File: src/rtl/robot_pkg.sv
// robot_pkg: shared state codes, orientation codes and default timing constants
// for the pipe-cleaning robot controller.
package robot_pkg;
    typedef enum logic [2:0] {
        SEARCH     = 3'b000,
        ROTATE     = 3'b001,
        FOLLOW     = 3'b010,
        STANDBY    = 3'b011,
        FIRST_MOVE = 3'b100,
        RESETING   = 3'b101
    } state_t;
    typedef enum logic [1:0] {
        ORI_N = 2'b00,
        ORI_S = 2'b01,
        ORI_E = 2'b10,
        ORI_W = 2'b11
    } orient_t;
    localparam int DEF_REMOVE_CYCLES = 3;
    localparam int DEF_RTURN_STEPS   = 3;
    localparam int DEF_SPIN_MAX      = 12;
endpackage

File: src/rtl/pipe_robot_controller_if.sv
// pipe_robot_controller_if: sensor/actuator bundle between the controller (master) and the plant (slave).
interface pipe_robot_controller_if;
    logic head;
    logic left;
    logic under;
    logic barrier;
    logic front;
    logic turn;
    logic remove;
    modport master (input head, left, under, barrier, output front, turn, remove);
    modport slave (output head, left, under, barrier, input front, turn, remove);
endinterface

File: src/rtl/robot_step_counter.sv
// robot_step_counter: loadable saturating up-counter with terminal flag and async active-low clear.
module robot_step_counter #(
    parameter int MAX = 3
) (
    input  logic clock,
    input  logic reset,
    input  logic load_i,
    input  logic inc_i,
    output logic term_o
);
    localparam int W = $clog2(MAX + 1);
    logic [W-1:0] cnt_q;
    always_ff @(posedge clock or negedge reset) begin
        if (!reset) cnt_q <= '0;
        else if (load_i) cnt_q <= W'(1);
        else if (inc_i && !term_o) cnt_q <= cnt_q + 1'b1;
    end
    assign term_o = cnt_q == W'(MAX);
endmodule

File: src/rtl/pipe_robot_controller.sv
// pipe_robot_controller: left-wall-following navigation FSM that clears trash ahead and
// parks on the exit mark; one registered action per cycle.
module pipe_robot_controller
    import robot_pkg::*;
#(
    parameter int REMOVE_CYCLES = DEF_REMOVE_CYCLES,
    parameter int RTURN_STEPS   = DEF_RTURN_STEPS,
    parameter int SPIN_MAX      = DEF_SPIN_MAX
) (
    input logic clock,
    input logic reset,
    pipe_robot_controller_if.master bus
);
    localparam int SW = $clog2(SPIN_MAX + 1);
    state_t act_state, next_state;
    logic front_d, turn_d, remove_d;
    logic tl_q, tl_d;
    logic [SW-1:0] spin_q, spin_d;
    logic rm_load, rm_term, rot_load, rot_term;
    robot_step_counter #(.MAX(REMOVE_CYCLES)) u_rm (
        .clock (clock),
        .reset (reset),
        .load_i(rm_load),
        .inc_i (remove_d && act_state == FOLLOW),
        .term_o(rm_term)
    );
    robot_step_counter #(.MAX(RTURN_STEPS)) u_rot (
        .clock (clock),
        .reset (reset),
        .load_i(rot_load),
        .inc_i (turn_d && act_state == ROTATE),
        .term_o(rot_term)
    );
    always_comb begin
        next_state = act_state;
        front_d    = 1'b0;
        turn_d     = 1'b0;
        remove_d   = 1'b0;
        tl_d       = tl_q;
        rm_load    = 1'b0;
        rot_load   = 1'b0;
        // Watchdog: boxed in after too many consecutive turns
        if (spin_q == SW'(SPIN_MAX) && act_state != RESETING) next_state = STANDBY;
        else case (act_state)
            RESETING: next_state = FIRST_MOVE;
            FIRST_MOVE, SEARCH: begin
                if (bus.under) next_state = STANDBY;
                else if (bus.barrier) begin
                    next_state = FOLLOW;
                    remove_d   = 1'b1;
                    rm_load    = 1'b1;
                end else if (act_state == SEARCH && !bus.left && !tl_q) begin
                    turn_d = 1'b1;
                    tl_d   = 1'b1;
                end else if (bus.head) begin
                    next_state = ROTATE;
                    turn_d     = 1'b1;
                    rot_load   = 1'b1;
                end else begin
                    front_d    = 1'b1;
                    tl_d       = 1'b0;
                    next_state = (act_state == FIRST_MOVE && !bus.left) ? FIRST_MOVE : SEARCH;
                end
            end
            ROTATE: begin
                next_state = rot_term ? SEARCH : ROTATE;
                turn_d     = !rot_term;
            end
            FOLLOW: begin
                next_state = !rm_term ? FOLLOW : bus.under ? STANDBY : SEARCH;
                remove_d   = !rm_term;
            end
            default: next_state = STANDBY;
        endcase
        spin_d = turn_d ? (spin_q == SW'(SPIN_MAX) ? spin_q : spin_q + 1'b1) :
                 (front_d || remove_d) ? '0 : spin_q;
    end
    always_ff @(posedge clock or negedge reset) begin
        if (!reset) begin
            act_state  <= RESETING;
            tl_q       <= 1'b0;
            spin_q     <= '0;
            bus.front  <= 1'b0;
            bus.turn   <= 1'b0;
            bus.remove <= 1'b0;
        end else begin
            act_state  <= next_state;
            tl_q       <= tl_d;
            spin_q     <= spin_d;
            bus.front  <= front_d;
            bus.turn   <= turn_d;
            bus.remove <= remove_d;
        end
    end
endmodule
File: src/flat_wrapper.sv
// flat-port wrapper written by rule: the top's interface ports become plain ports
module pipe_robot_controller_flat import robot_pkg::*;
#(
    parameter int REMOVE_CYCLES = DEF_REMOVE_CYCLES,
    parameter int RTURN_STEPS   = DEF_RTURN_STEPS,
    parameter int SPIN_MAX      = DEF_SPIN_MAX
)
  (clock, reset, bus_head, bus_left, bus_under, bus_barrier, bus_front, bus_turn, bus_remove);
  pipe_robot_controller_if bus_i ();
  input logic clock;
  input logic reset;
  input wire logic [$bits(bus_i.head)-1:0] bus_head;
  input wire logic [$bits(bus_i.left)-1:0] bus_left;
  input wire logic [$bits(bus_i.under)-1:0] bus_under;
  input wire logic [$bits(bus_i.barrier)-1:0] bus_barrier;
  output wire logic [$bits(bus_i.front)-1:0] bus_front;
  output wire logic [$bits(bus_i.turn)-1:0] bus_turn;
  output wire logic [$bits(bus_i.remove)-1:0] bus_remove;
  assign bus_i.head = bus_head;
  assign bus_i.left = bus_left;
  assign bus_i.under = bus_under;
  assign bus_i.barrier = bus_barrier;
  assign bus_front = bus_i.front;
  assign bus_turn = bus_i.turn;
  assign bus_remove = bus_i.remove;
  pipe_robot_controller #(.REMOVE_CYCLES(REMOVE_CYCLES), .RTURN_STEPS(RTURN_STEPS), .SPIN_MAX(SPIN_MAX)) u_core (.clock(clock), .reset(reset), .bus(bus_i));
endmodule
File: config.mk
export PLATFORM = sky130hd
export DESIGN_NAME = pipe_robot_controller_flat
export DESIGN_NICKNAME = d
export VERILOG_FILES = /design/src/rtl/robot_pkg.sv /design/src/rtl/pipe_robot_controller_if.sv /design/src/rtl/robot_step_counter.sv /design/src/rtl/pipe_robot_controller.sv /design/src/flat_wrapper.sv
export SDC_FILE = /design/constraint.sdc
export NUM_CORES = 1
export LEC_CHECK = 0
export BUFFER_PORTS_ARGS = -buffer_cell sky130_fd_sc_hd__buf_2
export CORE_MARGIN = 2
export CORE_UTILIZATION = 45
export CTS_CLUSTER_SIZE = 8
export DETAILED_ROUTE_END_ITERATION = 16
export GPL_TIMING_DRIVEN = 0
export PLACE_DENSITY = 0.69
export SLEW_MARGIN = 15
export SYNTH_ARGS = -nofsm -noshare
export SYNTH_HDL_FRONTEND = slang
export SYNTH_SLANG_ARGS = --single-unit
File: constraint.sdc
create_clock -name clock -period 2.3 [get_ports clock]
set_input_delay 0.23 -clock clock [delete_from_list [all_inputs] [get_ports clock]]
set_output_delay 0.23 -clock clock [all_outputs]
set_load 0.05 [all_outputs]
==> metrics.cfg <==
[clock_tree]
cts_tree=built
htreeDepth=1
cts_buffers=3
clkSinkCount=15
clk_latency_ps=280
cts-resized-gates=0
clk_pin_slew_worst_paths_ps=90
cts_root_buf=clkbuf_4
clockBufferDepth=2

[placement]
place.gp.congestion=0.868
port_buffers=8
dp_hpwl_microns=1150
dp.cells=117

[route]
dr.pass1.iters=4
drt_iter0_drc=11
drc_errors=0
drt-total-wl_microns=1550
wl_per_cell_microns=12.7
vias_per_cell=5.39
vias=658
ant_nets=0

[synth]
synth-seq-cells=15
syn-num-nets=94
syn-cell-area_sq_um=851
synth_seq_area_share_pct=44.4
synthDistinctLibCells=33
ys_warn_count=0
syn_inst=84
syn_area_per_cell_sq_um=10.1

[sta]
post-route-period-util_pct=90.9
slew_violations=0
finalSetupViolCount=0
fin_setup_tns_ps=0
hold_viol_final=0
timing.fmax_ghz=0.479
rsz0062_at_grt=no
slew-limit-headroom_pct=48.6
skew_ps=2.83
finalCriticalPeriod_ps=2090
tightest_slew_ps=765

[setup_path]
crit_chain=inv_1, ha_1, and3_1, nor4_1, nor2_1, mux2_2
slowest_stage=nor4_1
cp_top_family=simple AND/OR/NAND/NOR gates
crit_arrival_ps=2260
endpoint_kind=flop
worstPathBufferInverterCount=1
critPathMaxStageDelay_ps=590
startpoint_type=flop
cp_max_fo=5
crit_required_ps=2470
path_class=flop to flop

[die]
dieHeight_microns=47.5
die-area_sq_um=2250
initial_core_util_pct=48.7
coreArea_sq_um=1750
io_pins=9
row_count=15
die_x_microns=47.5

[worst_hold_path]
hp-class=input port to flop

[global_route]
gr-total-overflow=0
grt.met2_usage_pct=23.2
grt_util_met3_pct=3.77
grt_use_total_pct=16.2
grt_pass1_wl_microns=2510
grt_start_max_net_pins=16
grt_util_met1_pct=22.8
grt_pass1_vias=584
grt_antenna_before_repair=0
busiest_layer=met2

[layout]
num_antenna_cells=0
final_cells=122
fin_nets=108
syn_to_final_growth_pct=12.6
drive_above_1_share_pct=21.6

[pwr]
peakVddDrop_mv=0.218
power.leakage_nw=0.428
p_per_area_nw_per_um2=454

[run]
cap_viol_max_count=0

[run_status]
status=completed

through the flow:
step	utilization (%)	total power [W]	instance area, sq um	setup slack [ps]	hold WS, ps
2_1_floorplan	-	0.000275	851	485	-65.6
3_3_place_gp	52.8	0.000288	922	235	148
3_5_place_dp	52.8	0.000289	922	192	152
4_1_cts	54.9	0.000444	958	178	181
5_1_grt	54.9	0.000456	958	39.9	191
6_report	54.9	0.000435	958	210	189
cell usage after synthesis (all sizes together):
cell / n / share of area, %
xor2: 1 / 1.0
dfstp: 2 / 6.2
inv: 3 / 1.3
and3: 2 / 1.5
o41ai: 1 / 1.0
nand2b: 2 / 2.4
dfrtp: 13 / 38
mux2i: 3 / 3.5
mux2: 1 / 1.3
ha: 4 / 5.9
and2: 1 / 0.74
a31oi: 1 / 0.74
nand3: 4 / 2.9
a21oi: 8 / 4.7
o22ai: 2 / 1.5
nand3b: 2 / 1.8
nand2: 10 / 4.4
a41oi: 1 / 1.0
buf: 1 / 0.88
nor2: 9 / 4.0
or4b: 2 / 2.8
nor3: 1 / 0.59
nand4: 1 / 2.5
nor4: 3 / 2.9
xnor2: 1 / 1.0
nor2b: 2 / 1.5
o21ai: 2 / 2.5
o211a: 1 / 1.2
where the power goes:
part	switching [W]	leakage, nW	internal (W)
logic	0.0000127	0.240	0.00000657
clock network	0.0000833	0.0150	0.0000673
registers	0.000000519	0.173	0.000265
cells in the final DEF (no fill, tap or decap), drive strengths merged, types with 2 or more instances in the layout:
cell type | netlist | layout
or4b | 2 | 2
o21ai | 2 | 2
nor2b | 2 | 2
nand3 | 4 | 4
nand2b | 2 | 2
inv | 3 | 3
mux2i | 3 | 3
buf | 1 | 9
dfstp | 2 | 2
clkbuf | 0 | 4
nor4 | 3 | 3
nand2 | 10 | 10
a21oi | 8 | 8
dfrtp | 13 | 13
nand3b | 2 | 2
nor2 | 9 | 9
and3 | 2 | 2
o22ai | 2 | 2
ha | 4 | 4
metal layers:
metal | up-vias | part of all wire (%)
met5 | - | 0
met4 | 0 | 1.8
met3 | 4 | 3.4
met2 | 11 | 45
met1 | 312 | 49
li1 | 331 | -
timing repair:
item	4_1_cts	5_1_grt
hold buffers	1	0
setup buffers	0	0
endpoints found under the hold margin	13	0
worst paths after layout:
kind | from | slack [ps] | to | depth (start not counted)
setup / recovery | u_core.spin_q[0] | 210 | u_core.spin_q[0] | 6
hold / removal | bus_barrier | 190 | u_core.u_rm.cnt_q[1] | 2
setup reg to reg | u_core.spin_q[0] | 210 | u_core.spin_q[0] | 6
hold reg to reg | u_core.tl_q | 500 | u_core.tl_q | 2
max in group asynchronous | reset | 1620 | u_core.act_state[0] | 2
min in group asynchronous | reset | 380 | u_core.spin_q[2] | 2
flip-flops by register name (all words and copies together), names as in the netlist:
name	flops
u_core.bus.front	1
u_core.spin_q	4
u_core.bus.turn	1
u_core.u_rot.cnt_q	2
u_core.bus.remove	1
u_core.tl_q	1
u_core.act_state	3
u_core.u_rm.cnt_q	2
cell families (layout without fill, tap and decap cells):
kind of cell             after synthesis  in the layout  share of synthesized area, %
AND/OR/NAND/NOR                       39             39                          27.9
AO/OA/AOI/OAI                         16             16                          12.6
flip-flops                            15             15                          44.4
adder cells (fa/ha/maj)                4              4                          5.88
multiplexers                           4              4                          4.85
buffers and inverters                  4             17                          2.21
XOR/XNOR                               2              2                          2.06
worst reg2reg max path: stages, from the launching register on:
cell,delay [ps]
dfrtp_1,440
inv_1,70
ha_1,210
and3_1,220
nor4_1,590
nor2_1,160
mux2_2,300
layout make-up:
cell class                 instances  area, sq um
timing repair buffer               9         50.0
buffer                             1         7.51
fill                             167          787
clock buffer                       4         26.3
sequential                        15          378
inverter                           3         11.3
multi-input combinational         65          454
tap                               25         31.3
(Power assumes the default switching activity.)
